===== src/rtl/uart_rx_fifo.sv =====
// Show-ahead receive FIFO between uart_rx and its consumer, with a sticky overflow flag.
// Optional drop counter port enabled by defining UART_RX_FIFO_DROP_CNT_EN.
module uart_rx_fifo #(
  parameter int DATA_W     = 8,
  parameter int DEPTH_LOG2 = 4
) (
  input  logic                  clk,
  input  logic                  rstn,
  input  logic                  rcv,
  input  logic [DATA_W-1:0]     din,
  output logic                  out_valid,
  output logic [DATA_W-1:0]     out_data,
  input  logic                  out_ready,
  output logic [DEPTH_LOG2:0]   level,
  output logic                  full,
  output logic                  overflow,
`ifdef UART_RX_FIFO_DROP_CNT_EN
  output logic [7:0]            drop_cnt,
`endif
  input  logic                  ovf_clr
);

  localparam int DEPTH = 1 << DEPTH_LOG2;
  localparam logic [DEPTH_LOG2:0] FULL_LEVEL = {1'b1, {DEPTH_LOG2{1'b0}}};

  logic [DATA_W-1:0]   r_mem [DEPTH];
  logic [DEPTH_LOG2:0] r_wrPtr;
  logic [DEPTH_LOG2:0] r_rdPtr;
  logic [DEPTH_LOG2:0] r_level;
  logic                r_full;
  logic                r_valid;
  logic                r_overflow;

  logic                w_pop;
  logic                w_push;
  logic                w_drop;
  logic [DEPTH_LOG2:0] w_wrNext;
  logic [DEPTH_LOG2:0] w_rdNext;
  logic [DEPTH_LOG2:0] w_levelNext;

  // A pop in the same cycle frees the slot a push into a full FIFO needs.
  assign w_pop       = r_valid & out_ready;
  assign w_push      = rcv & (~r_full | w_pop);
  assign w_drop      = rcv & ~w_push;
  assign w_wrNext    = r_wrPtr + {{DEPTH_LOG2{1'b0}}, w_push};
  assign w_rdNext    = r_rdPtr + {{DEPTH_LOG2{1'b0}}, w_pop};
  assign w_levelNext = w_wrNext - w_rdNext;

  always_ff @(posedge clk or negedge rstn) begin
    if (!rstn) begin
      r_wrPtr    <= '0;
      r_rdPtr    <= '0;
      r_level    <= '0;
      r_full     <= 1'b0;
      r_valid    <= 1'b0;
      r_overflow <= 1'b0;
    end else begin
      r_wrPtr <= w_wrNext;
      r_rdPtr <= w_rdNext;
      r_level <= w_levelNext;
      r_full  <= (w_levelNext == FULL_LEVEL);
      r_valid <= (w_levelNext != '0);
      if (w_drop)
        r_overflow <= 1'b1;
      else if (ovf_clr)
        r_overflow <= 1'b0;
    end
  end

  always_ff @(posedge clk) begin
    if (w_push)
      r_mem[r_wrPtr[DEPTH_LOG2-1:0]] <= din;
  end

`ifdef UART_RX_FIFO_DROP_CNT_EN
  logic [7:0] r_dropCnt;

  // A drop coinciding with a clear restarts the count at one.
  always_ff @(posedge clk or negedge rstn) begin
    if (!rstn)
      r_dropCnt <= '0;
    else if (w_drop && ovf_clr)
      r_dropCnt <= 8'd1;
    else if (w_drop && r_dropCnt != 8'hFF)
      r_dropCnt <= r_dropCnt + 8'd1;
    else if (ovf_clr)
      r_dropCnt <= '0;
  end

  assign drop_cnt = r_dropCnt;
`endif

  assign out_valid = r_valid;
  assign out_data  = r_valid ? r_mem[r_rdPtr[DEPTH_LOG2-1:0]] : '0;
  assign level     = r_level;
  assign full      = r_full;
  assign overflow  = r_overflow;

endmodule


===== config.mk =====
export PLATFORM = sky130hd
export DESIGN_NAME = uart_rx_fifo
export DESIGN_NICKNAME = d
export VERILOG_FILES = /design/src/rtl/uart_rx_fifo.sv
export SDC_FILE = /design/constraint.sdc
export NUM_CORES = 1
export LEC_CHECK = 0
export ABC_AREA = 1
export CAP_MARGIN = 10
export CORE_MARGIN = 10
export CORE_UTILIZATION = 35
export CTS_BUF_LIST = sky130_fd_sc_hd__clkbuf_4
export DETAILED_ROUTE_END_ITERATION = 8
export SYNTH_ARGS = -nofsm -noshare
export SYNTH_HDL_FRONTEND = slang
export SYNTH_SLANG_ARGS = --single-unit

===== constraint.sdc =====
create_clock -name clk -period 3.9 [get_ports clk]
set_input_delay 0.78 -clock clk [delete_from_list [all_inputs] [get_ports clk]]
set_output_delay 0.78 -clock clk [all_outputs]
set_load 0.005 [all_outputs]

* After elaboration in Yosys (flattened, before gate mapping)
Memory sizes are Yosys's and may differ from the RTL's. Cells that the tools add are included.
Storage, ports and cells: bits in registers 18, memory bits (writable) 128, bits of input ports 13, output and inout bits 16, word-level logic and storage cells 24, memories kept 1
Cells by class: $add $sub $neg 3, equal/unequal tests 1, multiplexer cells 5, bitwise logic cells 6, reduce and logical (&&, ||, !) cells 2
Memory list:
- r_mem | depth 16, width 8, read ports 1, clocked after Yosys merged registers in 0, wr ports 1, line 26 | logic [DATA_W-1:0] r_mem [DEPTH];
Operators with widths (count):
- 5-bit by 1-bit adder with 5-bit output | 2
- 8-bit 2-to-1 mux | 1
- 5-bit == test (second input constant) | 1
- 5-bit nonzero test | 1
- 5-bit subtractor | 1
- 1-bit 2-to-1 mux | 4
- 1-bit bitwise AND | 3
- 1-bit NOT | 2
- 2-bit nonzero test | 1
- 1-bit OR | 1

* Depth between registers and ports, before layout
Gate-level depths: netlist of the first run.
word-level depth 6, gate-level depth with buffers 16, mapped depth without buffers 16

* Least setup slack after synthesis of the first run
Ideal clock, no wire load.
kind input port to flip-flop, from in out_ready, to reg r_valid (netlist: out_valid), library setup time 0.119 ns, data arrival time 2.523 ns, required time 3.781 ns, path slack 1.258 ns, cell stages on the path 14, buffers on the path 0, cells stage by stage nand2_1 > inv_1 > nor2_1 > nor2_1 > ha_1 > ha_1 > xor2_1 > ha_1 > a21oi_1 > nand2_1 > xnor2_1 > inv_1 > nor2_1 > nand2_1
On the way: cells in the longest elaborated chain, start to end 6, elaborated cells on any way between the ends 7, classes of those cells add/sub: 3; bitwise: 3; reduce/logical: 1
Ends and longest elaborated chain:
- from (decl) | line 13 | input logic out_ready,
- 1-bit bitwise AND | line 42 | assign w_pop = r_valid & out_ready;
- 1-bit OR | line 43 | assign w_push = rcv & (~r_full | w_pop);
- 1-bit bitwise AND | line 43
- 5-bit by 1-bit adder with 5-bit output | line 45 | assign w_wrNext = r_wrPtr + {{DEPTH_LOG2{1'b0}}, w_push};
- named net w_wrNext[2] | line 37 | logic [DEPTH_LOG2:0] w_wrNext;
- 5-bit subtractor | line 47 | assign w_levelNext = w_wrNext - w_rdNext;
- named net w_levelNext[3] | line 39 | logic [DEPTH_LOG2:0] w_levelNext;
- 5-bit nonzero test | line 62 | r_valid <= (w_levelNext != '0);
- to (signal assigned) | line 62
- to (decl) | line 31 | logic r_valid;
The timed path passes the listed nets, and every way through them passes these cells. A chain may end at the register's enable or synchronous reset.

* Worst setup path in the final report of the first run
from reg r_rdPtr[0], to out out_data[7]
On the way: cells in the longest elaborated chain, start to end 2
Ends and longest elaborated chain:
- from (decl) | line 28 | logic [DEPTH_LOG2:0] r_rdPtr;
- from (signal assigned) | line 59 | r_rdPtr <= w_rdNext;
- memory read 16 x 8 bit
- 8-bit 2-to-1 mux | line 94 | assign out_data = r_valid ? r_mem[r_rdPtr[DEPTH_LOG2-1:0]] : '0;
- to (decl) | line 12 | output logic [DATA_W-1:0] out_data,
Every way passes these cells.

==> results of run 1 <==
-- kinds of logic (layout without fill, tap and decap cells) --
group / after synthesis / in the layout
AOI/OAI and AO/OA: 11 / 11
xor gates and xnor gates: 6 / 6
and+or+nand+nor: 329 / 329
DFF: 146 / 146
adders and majority gates: 9 / 9
buffers and inverters: 120 / 165
-- area by class of cell --
| cell class | instances | area (sq um) |
|---|---|---|
| clock inverter | 7 | 61.3 |
| multi-input combinational | 355 | 1590 |
| timing repair buffer | 38 | 368 |
| clock buffer | 24 | 180 |
| fill | 1738 | 10800 |
| inverter | 96 | 360 |
| sequential | 146 | 4300 |
| tap | 229 | 287 |
-- through the flow --
stage                     util [%]  instance area, sq um  cells  setup WS, ns  power [mW]
after detailed placement      38.4                  6900    864         0.497        4.33
after floorplan                  -                  6410    621          1.26        3.58
final                         39.8                  7140    895         0.253        5.13
after global placement        38.4                  6900    864         0.616        4.28
after global routing          39.8                  7140    895        0.0214        5.56
after CTS                     39.8                  7140    895         0.263        5.18
-- worst min-delay path: stages (launching register included) --
cell and delay (ns):
dfrtp_1 0.40, inv_1 0.05, o21ai_0 0.07
-- power groups by stage --
stage	Combinational, mW	Clock (mW)	Sequential (mW)
after floorplan	1.55	0	2.04
after global placement	2.19	0	2.09
after detailed placement	2.23	0	2.10
after CTS	2.25	0.873	2.06
after global routing	2.52	0.952	2.09
final	2.22	0.853	2.06
-- state kept, by name, summed over array words and instances, names as in the netlist --
signal / count
full: 1
r_wrPtr: 5
r_mem: 128
overflow: 1
out_valid: 1
level: 5
r_rdPtr: 5
-- routing by layer --
metal | up-vias | wire, um | GRT usage (%)
met3 | 18 | 881 | 3.89
met5 | - | 0 | 0
met4 | 0 | 200 | 4.14
met1 | 1991 | 6310 | 15.4
met2 | 101 | 6650 | 19.1
li1 | 2070 | - | -
-- cell usage after synthesis --
cell	instances	area share, %
inv_1	94	5.5
ha_1	8	1.6
nor2_1	20	1.2
nand2_1	216	13
dfrtp_1	18	7.0
nand4_1	1	0.098
o21ai_0	1	0.078
buf_6	6	1.1
a21oi_1	10	0.78
fa_1	1	0.31
xnor2_1	2	0.27
nand3_1	89	7.0
nand3_2	1	0.16
xor2_1	4	0.55
inv_2	2	0.12
nand3b_1	1	0.12
nand2_2	1	0.098
buf_2	15	1.2
edfxtp_1	128	60
buf_4	3	0.35
-- how the worst max path moves through the flow --
stage | slack (ns) | cells after the start | to
after floorplan | 1.26 | 14 | out_valid
after global placement | 0.62 | 15 | out_valid
after detailed placement | 0.50 | 15 | out_valid
after CTS | 0.26 | 9 | out_data[7]
after global routing | 0.02 | 9 | out_data[7]
final | 0.25 | 9 | out_data[7]
-- placed cells by master, fill, tap and decap left out --
master,netlist,layout
a21oi_1,10,10
buf_12,0,1
buf_4,3,9
bufinv_16,0,1
clkbuf_4,0,24
clkdlybuf4s50_1,0,28
clkinv_1,0,2
clkinv_2,0,3
clkinv_4,0,1
dfrtp_1,18,17
dfrtp_2,0,1
edfxtp_1,128,128
fa_1,1,1
ha_1,8,8
inv_1,94,94
inv_2,2,2
nand2_1,216,216
nand2_2,1,1
nand3_1,89,89
nand3_2,1,1
nand3b_1,1,1
nand4_1,1,1
nor2_1,20,20
o21ai_0,1,1
xnor2_1,2,2
xor2_1,4,4
==> flow_summary_export.csv, run 1 <==
group,metric,value,unit
run_status,status,"finished clean",
die,fp.coreArea,18000,sq um
worst_hold_path,min-delay-start,"overflow",
die,initial_core_util,35.7,%
logic_synthesis,netlist_area,6410,sq um
critical_path,r2r-start,"r_rdPtr[0]",
job,maxCapViolCount,0,
placement,io_buffers,28,
drt,vias,4180,
power,switching_share,39.4,%
power,ir_drop,554,uV
power,netSwitchingPower,2.02,mW
global_route,grt_antenna_before_repair,0,
clock_network,cts_sinks,146,
critical_path,path_class,"reg -> out",
critical_path,startpoint,"r_rdPtr[0]",
drt,viasPerCell,4.67,
critical_path,r2r_setup_slack,1.16,ns
logic_synthesis,synth-xor-area-share,0.820,%
critical_path,cpMostUsedCell,"nand2_1",
global_route,grt-ovfl-total,0,
layout,drive_above_1_share,6.61,%
logic_synthesis,synthCells,621,
clock_network,root_buffer,"clkbuf_4",
logic_synthesis,ys_ff_latch,146,
logic_synthesis,synth-simple-area-share,21.2,%
global_route,grt_pass1_vias,4260,
logic_synthesis,synth_compound_area_share,0.859,%
global_route,grtUsageTotal,12.1,%
placement,gp_congestion,0.839,
logic_synthesis,synth_top_family_by_area,"simple AND/OR/NAND/NOR gates",
layout,area_growth,11.4,%
drt,ant_nets,0,
layout,diodes,0,
clock_network,ctsResizeCount,0,
clock_network,cts_setup_buffers,0,
sta,fin_crit,3.65,ns
sta,setup_viol,0,
die,io_pins,29,
critical_path,endpoint_kind,"output pin",
drt,post-route-drc-count,0,
drt,wire_per_inst,15.7,um
sta,rsz0062_at_grt,"no",
clock_network,cts_buffers,17,
power,sequentialPowerShare,40.2,%
sta,max_slew_margin,43.7,%
logic_synthesis,yosys_warnings,0,
power,p_clk_share,16.6,%
clock_network,postCtsHoldBufs,0,
logic_synthesis,yosysUniqueCellTypes,20,
critical_path,rr_endpoint,"out_valid",
die,die_width,155,um
critical_path,path_max_fanout,57,
die,dieArea,24100,sq um
sta,skew,0.0178,ns
critical_path,critPathTopFamily,"buffers and inverters",
worst_hold_path,hold_depth,2,
clock_network,cts_max_path_buffers,2,
global_route,grt_start_max_net_pins,58,
clock_network,cts_tree,"yes",
critical_path,worstPathCellList,"inv_2 > buf_12 > nand2_1 > nand2_1 > nand2_1 > nand3_1 > nand3_1 > a21oi_1 > clkdlybuf4s50_1",
drt,drt_wl_total,14000,um
sta,fin_tns_setup,0,ns
drt,first_pass_iters,5,
placement,dp_hpwl,9000,um
logic_synthesis,synth.net_count,643,
power,combinationalPowerShare,43.2,%
critical_path,slowest_delay,0.55,ns
clock_network,clk_latency,0.57,ns
sta,hold_violations,0,
power,powerDensity,719,nW/um^2
sta,slew_violations,0,
sta,fmax,274,MHz
sta,worst_hold_slack,0.551,ns
critical_path,path_buf_inv,3,
logic_synthesis,syn_area_per_cell,10.3,sq um
clock_network,htreeDepth,4,
sta,period_share,93.5,%
logic_synthesis,synthAdderAreaFrac,1.87,%
sta,worst_slew_pin_slew,0.842,ns
worst_hold_path,worst_hold_path.endpoint,"overflow",
clock_network,cts.clk_slew.worst_paths,0.12,ns
power,leakagePower,3.04,nW
critical_path,cp.arrival,2.87,ns
global_route,grt_pass1_wl,22600,um
critical_path,reg2regPathDepth,12,
critical_path,cp_data_required_time,3.12,ns
logic_synthesis,synth.yosys.seq_area_share,67.0,%
layout,layout.nets,676,
die,fp-row-count,49,
critical_path,start_kind,"register",
drt,drt_iter0_markers,214,
critical_path,cpMaxStageDelayCell,"clkdlybuf4s50_1",
worst_hold_path,holdCritPathClass,"reg -> reg",
die,die_h,155,um
logic_synthesis,synthMuxAreaShare,0,%
power,internal-power,3.11,mW
Note: power is estimated with default switching activity, not from simulation.
==> inputs of run 2 (changes only) <==
DONT_BUFFER_PORTS = 1   (was default)
==> run 2 against run 1 <==
Worst setup slack better by 0.38 ns. Sequential power hardly changed. Final cell count is 3.7% lower. Global-route usage is 0.36 points lower. Wire length is 2.5% lower. Critical path type unchanged. Clock-buffer cell count is 7 lower.
==> flow_summary_export.csv, run 2 (synthesis results as in run 1) <==
group,metric,value,unit
drt,drt_wl_total,13700,um
clock_network,cts_sinks,146,
global_route,met2_usage,18.1,%
clock_network,cts_buffers,17,
job,maxCapViolCount,0,
sta,fmax,306,MHz
sta,period_share,83.8,%
sta,fin_crit,3.27,ns
drt,viasPerCell,4.73,
sta,slew_violations,0,
sta,setup_viol,0,
global_route,grt_pass1_vias,4026,
sta,hold_violations,0,
drt,ant_nets,0,
clock_network,cts_setup_buffers,0,
layout,drive_above_1_share,5.69,%
power,ir_drop,552,uV
worst_hold_path,hold_depth,0,
global_route,grt_antenna_before_repair,0,
critical_path,startpoint,"r_rdPtr[0]",
global_route,use_met1,15.0,%
layout,fin_area,6870,sq um
placement,io_buffers,0,
die,dieArea,24100,sq um
run_status,status,"finished clean",
clock_network,root_buffer,"clkbuf_4",
global_route,grt-busiest-layer,"met2",
critical_path,rr_endpoint,"out_valid",
sta,skew,0.0171,ns
sta,rsz0062_at_grt,"no",
die,die_h,155,um
worst_hold_path,worst_hold_path.endpoint,"r_mem[7][4]",
placement,dp_hpwl,8620,um
critical_path,r2r-start,"r_rdPtr[0]",
placement,gp_congestion,0.787,
clock_network,clk_latency,0.56,ns
drt,wire_per_inst,15.9,um
drt,vias,4077,
drt,first_pass_iters,5,
critical_path,path_max_fanout,51,
worst_hold_path,min-delay-start,"din[4]",
die,io_pins,29,
layout,largest_reg_flops,128,
clock_network,htreeDepth,4,
clock_network,cts.clk_slew.worst_paths,0.12,ns
global_route,grt_pass1_wl,22000,um
drt,post-route-drc-count,0,
sta,fin_tns_setup,0,ns
sta,worst_slew_pin_slew,0.940,ns
global_route,grt_use_met3,3.69,%
die,initial_core_util,35.7,%
power,powerDensity,725,nW/um^2
layout,layout.nets,643,
die,fp.coreArea,18000,sq um
layout,stdcell_count,862,
global_route,grt-ovfl-total,0,
critical_path,reg2regPathDepth,12,
clock_network,cts_max_path_buffers,2,
placement,placed_cells,830,
critical_path,cp_data_required_time,3.12,ns
layout,final_cell_mix,"nand2_1 (216), edfxtp_1 (128), inv_1 (94), nand3_1 (89), nor2_1 (20)",
layout,area_growth,7.18,%
layout,final_common_cell,"nand2_1",
critical_path,r2r_setup_slack,1.06,ns
die,fp-row-count,49,
clock_network,cts_tree,"yes",
layout,diodes,0,
power,leakagePower,2.92,nW
critical_path,start_kind,"register",
drt,drt_iter0_markers,435,
critical_path,endpoint_kind,"output pin",
die,die_width,155,um
worst_hold_path,holdCritPathClass,"in -> reg",
global_route,grt_start_max_net_pins,66,
critical_path,cp.arrival,2.49,ns
sta,max_slew_margin,37.1,%
critical_path,path_class,"reg -> out",
global_route,grtUsageTotal,11.7,%
placement,detailed_place.area,6560,sq um
[run 2: cell types whose count changed in the layout (fill, tap and decap cells not counted), sizes merged]
cell | previous run | this run
buf | 10 | 4
clkdlybuf4s50 | 28 | 0
clkinvlp | 0 | 2
clkinv | 6 | 8
bufinv | 1 | 4
clkbuf | 24 | 17
dlygate4sd3 | 0 | 1
[run 2: report_power, final]
part / internal (mW) / switching (mW) / leakage (nW) / total [mW]
Clock: 0.491 / 0.519 / 0.157 / 1.01
Sequential: 1.93 / 0.116 / 1.37 / 2.05
Combinational: 0.593 / 1.33 / 1.39 / 1.92
[run 2: how the worst max path moves through the flow]
stage	endpoint	slack, ns	cells after the start
4_1_cts	out_data[5]	0.59	7
6_report	out_data[0]	0.63	7
3_3_place_gp	out_valid	1.07	14
3_5_place_dp	full	1.02	15
2_1_floorplan	out_valid	1.26	14
5_1_grt	out_data[7]	0.31	7
[run 2: stage by stage]
stage          util, %  worst slack (ns)  power (mW)  hold WS, ns
6_report          38.2             0.630        4.98        0.308
5_1_grt           38.2             0.308        5.39        0.255
4_1_cts           38.2             0.587        5.04        0.274
3_5_place_dp      36.5              1.02        4.02        0.485
3_3_place_gp      36.5              1.07        3.98        0.485
2_1_floorplan        -              1.26        3.58        0.484
[run 2: cell type report]
type / instances / area [sq um]
clock buffers: 17 / 128
clock inverters: 14 / 170
fillers: 1736 / 11100
inverters: 96 / 360
multi-input cells: 355 / 1590
flip-flops and latches: 146 / 4300
well taps: 229 / 287
repair buffers: 5 / 40.0
[run 2: what timing repair did]
action,in CTS,in global routing
endpoints found under the hold margin,18,0
resized for setup,0,0
hold buffers,1,0
[run 2: worst max-delay path, cell delays in order, from the launching register on]
cell,delay (ns)
dfrtp_2,0.42
inv_2,0.68
nand2_1,0.10
nand2_1,0.10
nand2_1,0.05
nand3_1,0.13
nand3_1,0.11
a21oi_1,0.34
[run 2: layer usage]
layer / up-vias / routed length, um
li1: 2001 / -
met1: 1943 / 6160
met2: 109 / 6360
met3: 24 / 912
met4: 0 / 245
met5: - / 0
